<file path="src/rtl/uart_pkg.sv">
// Shared UART definitions: receiver state encoding and default build parameters.
// Pure declarations; no logic, no latency, no flow control.
package uart_pkg;

    localparam int UART_DEFAULT_CLKS_PER_BIT = 868;
    localparam int UART_RX_FIFO_DEPTH        = 16;

    typedef enum logic [2:0] {
        IDLE,
        START,
        DATA,
        STOP,
        WAIT_IDLE
    } rx_state_e;

endpackage

</file>
<file path="src/rtl/uart_rx_fifo.sv">
// Show-ahead byte FIFO; head entry visible on rd_dat while rd_vld is high.
// Latency: a write is visible at the head the cycle after it is accepted.
// Backpressure: a write into a full FIFO is dropped and sets sticky overflow, unless a pop occurs in the same cycle.
module uart_rx_fifo #(
    parameter int DEPTH = 16
) (
    input  logic       clk,
    input  logic       reset,
    input  logic       wr_vld,
    input  logic [7:0] wr_dat,
    input  logic       rd_rdy,
    output logic       rd_vld,
    output logic [7:0] rd_dat,
    output logic       overflow
);

    localparam int AW = $clog2(DEPTH);

    logic [AW:0] wr_ptr_q, wr_ptr_d;
    logic [AW:0] rd_ptr_q, rd_ptr_d;
    logic        ovf_q, ovf_d;
    logic [7:0]  mem_q [DEPTH];
    logic        empty, full, push, pop;

    // Equal pointers mean empty; differing only in the MSB means full.
    always_comb begin
        empty    = (wr_ptr_q == rd_ptr_q);
        full     = ((wr_ptr_q ^ rd_ptr_q) == {1'b1, {AW{1'b0}}});
        pop      = rd_rdy & ~empty;
        push     = wr_vld & (~full | pop);
        wr_ptr_d = wr_ptr_q + {{AW{1'b0}}, push};
        rd_ptr_d = rd_ptr_q + {{AW{1'b0}}, pop};
        ovf_d    = ovf_q | (wr_vld & full & ~pop);
    end

    always_ff @(posedge clk or posedge reset) begin
        if (reset) begin
            wr_ptr_q <= '0;
            rd_ptr_q <= '0;
            ovf_q    <= 1'b0;
        end else begin
            wr_ptr_q <= wr_ptr_d;
            rd_ptr_q <= rd_ptr_d;
            ovf_q    <= ovf_d;
        end
    end

    always_ff @(posedge clk) begin
        if (push) begin
            mem_q[wr_ptr_q[AW-1:0]] <= wr_dat;
        end
    end

    assign rd_vld   = ~empty;
    assign rd_dat   = empty ? 8'h00 : mem_q[rd_ptr_q[AW-1:0]];
    assign overflow = ovf_q;

endmodule

</file>
<file path="src/rtl/uart_rx.sv">
// 8N1 UART receiver, LSB first; optional byte FIFO when UART_RX_FIFO_EN is defined.
// Latency: byte delivered the cycle after the mid-bit stop sample.
// Backpressure: none without FIFO (one-cycle rx_dv pulse); with FIFO, rx_rd pops and a full FIFO drops bytes.
module uart_rx
    import uart_pkg::*;
#(
    parameter int CLKS_PER_BIT = UART_DEFAULT_CLKS_PER_BIT,
    parameter int FIFO_DEPTH   = UART_RX_FIFO_DEPTH
) (
    input  logic       clk,
    input  logic       reset,
    input  logic       rx_serial,
    output logic       rx_dv,
    output logic [7:0] rx_byte,
    input  logic       rx_rd,
    output logic       frame_err,
    output logic       overflow
);

    localparam int CNT_W = $clog2(CLKS_PER_BIT);
    localparam logic [CNT_W-1:0] CNT_HALF = CNT_W'((CLKS_PER_BIT - 1) / 2);
    localparam logic [CNT_W-1:0] CNT_FULL = CNT_W'(CLKS_PER_BIT - 1);

    rx_state_e        state_q, state_d;
    logic [1:0]       sync_q, sync_d;
    logic [CNT_W-1:0] clk_cnt_q, clk_cnt_d;
    logic [2:0]       bit_idx_q, bit_idx_d;
    logic [7:0]       shift_q, shift_d;
    logic             frame_err_q, frame_err_d;
    logic             line;
    logic             deliver;

    assign line = sync_q[1];

    always_comb begin
        sync_d      = {sync_q[0], rx_serial};
        state_d     = state_q;
        clk_cnt_d   = clk_cnt_q + 1'b1;
        bit_idx_d   = bit_idx_q;
        shift_d     = shift_q;
        frame_err_d = 1'b0;
        deliver     = 1'b0;
        case (state_q)
            IDLE: begin
                clk_cnt_d = '0;
                if (!line) state_d = START;
            end
            START: begin
                if (clk_cnt_q == CNT_HALF) begin
                    clk_cnt_d = '0;
                    bit_idx_d = '0;
                    state_d   = line ? IDLE : DATA;
                end
            end
            DATA: begin
                if (clk_cnt_q == CNT_FULL) begin
                    clk_cnt_d          = '0;
                    shift_d[bit_idx_q] = line;
                    bit_idx_d          = bit_idx_q + 3'd1;
                    if (bit_idx_q == 3'd7) state_d = STOP;
                end
            end
            STOP: begin
                if (clk_cnt_q == CNT_FULL) begin
                    clk_cnt_d = '0;
                    if (line) begin
                        deliver = 1'b1;
                        state_d = IDLE;
                    end else begin
                        frame_err_d = 1'b1;
                        state_d     = WAIT_IDLE;
                    end
                end
            end
            WAIT_IDLE: begin
                // A held-low break parks here so it reports only one framing error.
                clk_cnt_d = '0;
                if (line) state_d = IDLE;
            end
            default: state_d = IDLE;
        endcase
    end

    always_ff @(posedge clk or posedge reset) begin
        if (reset) begin
            sync_q      <= 2'b11;
            state_q     <= IDLE;
            clk_cnt_q   <= '0;
            bit_idx_q   <= '0;
            shift_q     <= '0;
            frame_err_q <= 1'b0;
        end else begin
            sync_q      <= sync_d;
            state_q     <= state_d;
            clk_cnt_q   <= clk_cnt_d;
            bit_idx_q   <= bit_idx_d;
            shift_q     <= shift_d;
            frame_err_q <= frame_err_d;
        end
    end

    assign frame_err = frame_err_q;

`ifdef UART_RX_FIFO_EN
    uart_rx_fifo #(
        .DEPTH(FIFO_DEPTH)
    ) u_fifo (
        .clk     (clk),
        .reset   (reset),
        .wr_vld  (deliver),
        .wr_dat  (shift_q),
        .rd_rdy  (rx_rd),
        .rd_vld  (rx_dv),
        .rd_dat  (rx_byte),
        .overflow(overflow)
    );
`else
    localparam int unused_fifo_depth = FIFO_DEPTH;

    logic       rx_dv_q, rx_dv_d;
    logic [7:0] rx_byte_q, rx_byte_d;
    logic       unused_rd;

    assign unused_rd = rx_rd;

    always_comb begin
        rx_dv_d   = deliver;
        rx_byte_d = deliver ? shift_q : rx_byte_q;
    end

    always_ff @(posedge clk or posedge reset) begin
        if (reset) begin
            rx_dv_q   <= 1'b0;
            rx_byte_q <= 8'h00;
        end else begin
            rx_dv_q   <= rx_dv_d;
            rx_byte_q <= rx_byte_d;
        end
    end

    assign rx_dv    = rx_dv_q;
    assign rx_byte  = rx_byte_q;
    assign overflow = 1'b0;
`endif

endmodule

</file>
<file path="config.mk">
export PLATFORM = sky130hd
export DESIGN_NAME = uart_rx
export DESIGN_NICKNAME = d
export VERILOG_FILES = /design/src/rtl/uart_pkg.sv /design/src/rtl/uart_rx_fifo.sv /design/src/rtl/uart_rx.sv
export SDC_FILE = /design/constraint.sdc
export NUM_CORES = 1
export LEC_CHECK = 0
export CAP_MARGIN = 5
export CORE_MARGIN = 4
export CORE_UTILIZATION = 32
export DETAILED_ROUTE_END_ITERATION = 7
export HOLD_SLACK_MARGIN = 0.1
export MAX_ROUTING_LAYER = met4
export PLACE_DENSITY = 0.49
export SETUP_SLACK_MARGIN = 0.05
export SYNTH_ARGS = -nofsm -noshare
export SYNTH_HDL_FRONTEND = slang
export SYNTH_SLANG_ARGS = --single-unit
</file>
<file path="constraint.sdc">
create_clock -name clk -period 3.35 [get_ports clk]
set_input_delay 0.67 -clock clk [delete_from_list [all_inputs] [get_ports clk]]
set_output_delay 0.67 -clock clk [all_outputs]
set_load 0.005 [all_outputs]
</file>
After elaboration in Yosys (flattened, before gate mapping)
Index checks and enable logic that the tools add are counted.
{"block": "word_totals", "inputBits": 4, "elab_cells": 57, "reg_bits": 36}
{"block": "classes", "add_sub_neg": 2, "order_cmp": 2, "n_mux": 24, "eq_ne": 13, "reduce_logical": 8}
{"op": "$pmux W10 S3", "n": 1}
{"op": "$mux W3", "n": 9}
{"op": "$mux W10", "n": 2}
{"op": "$pmux W3 S5", "n": 1}
{"op": "$ne A2 B2 Y1 const B", "n": 6}
{"op": "$add A10 B1 Y10 const B", "n": 1}
{"op": "$eq A10 B10 Y1 const B", "n": 1}
{"op": "$eq A10 B9 Y1 const B", "n": 1}
{"op": "$bwmux W8", "n": 1}
{"op": "$mux W1", "n": 7}
{"op": "$eq A3 B2 Y1 const B", "n": 2}
{"op": "$eq A3 B3 Y1 const B", "n": 2}
{"op": "$pmux W3 S2", "n": 1}
{"op": "$reduce_and A6 Y1", "n": 1}
{"op": "$lt A3 B4 Y1 const B", "n": 1}
{"op": "$reduce_or A2 Y1", "n": 2}
{"op": "$add A3 B1 Y3 const B", "n": 1}
{"op": "$demux W1 S3", "n": 1}
{"op": "$eq A3 B1 Y1 const B", "n": 1}
{"op": "$ge A3 B1 Y1 const B", "n": 1}
{"op": "$logic_not A3 Y1", "n": 1}
{"op": "$reduce_and A3 Y1", "n": 1}
{"op": "$mux W2", "n": 1}
{"op": "$reduce_and A2 Y1", "n": 1}
{"op": "other kinds (2)", "n": 2}

Depth between registers and ports, before layout
{"block": "depth", "depth_word": 5, "ltp_mapped": 7, "mapped_depth_nobuf": 6}

Worst setup path after synthesis
OpenSTA, ideal clock, no wires.
{"block": "synth_timing", "path_kind": "reg2reg", "startpoint": "register clk_cnt_q[2]", "endpoint": "register shift_q[0]", "arrival_ns": 1.829, "period_less_slack_ns": 1.957, "required_time_ns": 3.222, "n_path_buf": 2, "stages_incl_launch_ff": 7, "setup_slack_ns": 1.393, "path_cell_list": "dfrtp_1 -> buf_6 -> or4b_4 -> nor3_2 -> buf_4 -> and4b_1 -> mux2_1"}
{"block": "synth_between", "elab_chain_cells": 2}
{"element": "start: declaration", "line": "uart_rx.sv:26", "text": "logic [CNT_W-1:0] clk_cnt_q, clk_cnt_d;"}
{"element": "start signal: assignment", "line": "uart_rx.sv:95", "text": "clk_cnt_q <= clk_cnt_d;"}
{"element": "$eq A10 B10 Y1", "line": "uart_rx.sv:56", "text": "if (clk_cnt_q == CNT_FULL) begin"}
{"element": "$reduce_and A2 Y1 (no source line)"}
{"element": "end signal: assignment", "line": "uart_rx.sv:97", "text": "shift_q <= shift_d;"}
{"element": "end: declaration", "line": "uart_rx.sv:28", "text": "logic [7:0] shift_q, shift_d;"}
No other way between the ends.
A chain may end at the register's enable or synchronous reset.

Worst setup path after layout
{"block": "layout_timing", "startpoint": "register clk_cnt_q[0]", "endpoint": "register rx_byte_q[3], in the netlist rx_byte[3]"}
{"block": "layout_between", "elab_chain_cells": 3}
{"element": "$eq A10 B10 Y1", "line": "uart_rx.sv:64", "text": "if (clk_cnt_q == CNT_FULL) begin"}
{"element": "$mux W1", "line": "uart_rx.sv:64"}
{"element": "$mux W1", "line": "uart_rx.sv:43", "text": "case (state_q)"}
{"element": "end signal: assignment", "line": "uart_rx.sv:137", "text": "rx_byte_q <= rx_byte_d;"}
{"element": "end: declaration", "line": "uart_rx.sv:121", "text": "logic [7:0] rx_byte_q, rx_byte_d;"}
No other way between the ends.

==> flow_summary.ini <==
[synth]
netlist_instances = 152
synth_fp_nets = 160
yosysTopAreaCell = dfrtp_1
synth_edf_count = 0
synth_commonest_cells = 34 x dfrtp_1, 19 x nor2_1, 9 x mux2_2
yosys.cell_count.top_type = dfrtp_1
syn_avg_cell_area_um2 = 11.23
netlist_area_um2 = 1707
synthDistinctLibCells = 41
synth_top_area_share_pct = 49.85
synth_seq_area_share_pct = 52.93
ys.flop_type = dfrtp_1
synth_area_leaders = dfrtp_1 50%, mux2_2 5.9%, mux2_1 4.6%
async_flop_share_pct = 100.0
synth-seq-cells = 36
synth_warnings = 0

[clock_network]
clockRootBuffer = clkbuf_8
cts_setup_buffers = 0
clock_sinks = 36
htree_levels = 2
hold_buffers = 0
clock_latency_ps = 280
cts_made_buffers = 5
cts_tree = done
ctsResizeCount = 0
clockBufferDepth = 2
path_clk_slew_ps = 70

[worst_setup_path]
rr_worst_depth = 5
critPathArrivalTime_ps = 2500
startpoint_type = flip-flop
worst-setup-path-type = flip-flop to flip-flop
ff2ff_setup_slack_ps = 1020
cp_cell_sequence = ha_1 -> nand4bb_1 -> nor4_1 -> and4_1 -> mux2_2
cp_top_family = simple AND/OR/NAND/NOR gates
crit_fanout = 9
end_kind = flip-flop
slowest_stage = and4_1
crit_start = clk_cnt_q[0]
rr_endpoint = rx_byte[3]
crit_buf_inv = 0
slowest_delay_ps = 530
cp_data_required_time_ps = 3510
r2r-start = clk_cnt_q[0]

[detailed_routing]
num_vias = 1143
final_antenna_net_count = 0
wl_um = 3037
drc = 0
firstDrtPassIters = 2
wire_per_inst_um = 13.03
via_per_inst = 4.906
drtIter0Drc = 39

[layout]
area_delta_synth_final_pct = 14.59
fillers = 533
drive_gt1_share_pct = 12.88
final_util_pct = 38.05
final_area_um2 = 1956
antennaDiodeCount = 0
nets = 170

[die]
die_width_um = 81.03
die-area_um2 = 6566
fp.coreArea_um2 = 5140
rows = 26
die_y_um = 81.03
io_pins = 15
start_util_pct = 33.20

[sta]
fin_crit_sh_pct = 69.68
setup_viol = 0
final_max_slew_viol_count = 0
tightest_slew_ps = 620.1
period_needed_ps = 2334
finalClockSkew_ps = 3.558
max_freq_ghz = 0.4284
finalHoldViolCount = 0
rsz0062_at_grt = no
fin_ws_ps = 1016
fin_tns_setup_ps = 0
whs_ps = 356.3
slew_headroom_pct = 58.43

[placement]
dp_hpwl_um = 2215
gp_congestion = 0.8415
dpl_cell_area_um2 = 1866
port_buffers = 12
pre_cts_slack_ps = 992.0

[power]
ir_drop_mv = 0.1614
leakage_uw = 0.0008653
power.density_nw_per_um2 = 388.4

[global_routing]
grt_pass1_wl_um = 5513
grt_usage_pct = 11.22
grt-ovfl-total = 0
antenna_found_initial = 0
grt_max_degree = 24
grt_pass1_vias = 1214

[worst_hold_path]
min_from = sync_q[0]
hold_depth = 0
holdPathEnd = sync_q[1]
hold_class = flip-flop to flip-flop

[outcome]
status = complete, no violations

[run]
drv_cap = 0
[worst max-delay path by stage]
stage	cells past startpoint	end	slack, ps
after detailed placement	4	shift_q[4]	990
after global placement	5	rx_byte[2]	1010
after global routing	5	shift_q[4]	770
after CTS	4	shift_q[4]	970
final	5	rx_byte[3]	1020
after floorplan	6	shift_q[0]	1390
[metal layers]
metal  share of wire (%)  track usage, %  vias up
met5                   0               -        -
met4                 2.3           4.561        0
met3                 3.5           3.659       10
met2                  50           18.39       19
met1                  45           12.65      561
li1                    -               -      553
[cells in the final DEF (no fill, tap or decap), types with 2 or more instances in the layout]
cell,instances
nand2_1,7
dfstp_2,2
nor3b_1,2
nand3_1,5
xor2_1,2
or4_1,3
xnor2_1,6
nand4_1,6
dfrtp_1,34
mux2_1,7
clkdlybuf4s50_1,12
clkbuf_1,2
mux2_2,9
clkbuf_8,6
nand4b_1,2
a21oi_1,2
nor2_1,19
o21ai_0,2
and4b_1,3
nor4_1,3
ha_1,4
inv_1,7
[cells by family after synthesis]
kind of cell / after synthesis / share of synthesized area (%)
multiplexers: 17 / 11.14
adder cells (fa/ha/maj): 4 / 2.933
AND/OR/NAND/NOR: 59 / 19.94
other: 1 / 0.2197
XOR/XNOR: 8 / 4.106
flip-flops: 36 / 52.93
AO/OA/AOI/OAI: 10 / 3.887
buffers and inverters: 17 / 4.838
[registers in the layout (all words and copies together), names as in the netlist]
signal / cells
shift_q: 8
rx_byte: 8
sync_q: 2
bit_idx_q: 3
state_q: 3
rx_dv: 1
clk_cnt_q: 10
frame_err: 1
[power by group]
part	switching, uW	internal (uW)	leakage (uW)
logic	8.95	3.03	0.000339
clock network	141	168	0.0000455
registers	2.12	437	0.000481
total	152	608	0.000865
[worst reg2reg max path, delay by kind of cell, from the launching register on]
family                   cells  cell delay (ps)
adder cells (fa/ha/maj)      1              250
flip-flops                   1              410
multiplexers                 1              390
AND/OR/NAND/NOR              3             1170
[final cells by class]
| cell class | instances | area (um2) | share of cell area, % |
|---|---|---|---|
| sequential | 36 | 903.4 | 46.19 |
| clock buffer | 8 | 90.09 | 4.607 |
| timing repair buffer | 13 | 127.6 | 6.526 |
| multi-input combinational | 99 | 720.7 | 36.85 |
| inverter | 7 | 26.28 | 1.344 |
| tap | 70 | 87.58 | 4.479 |
[metrics by stage]
stage | total power (uW) | instances
floorplan | 454.3 | 152
global placement | 459.6 | 225
detailed placement | 460.1 | 225
CTS | 775.6 | 233
global route | 800.5 | 233
finish | 759.5 | 233
Note: power is estimated with default switching activity, not from simulation.
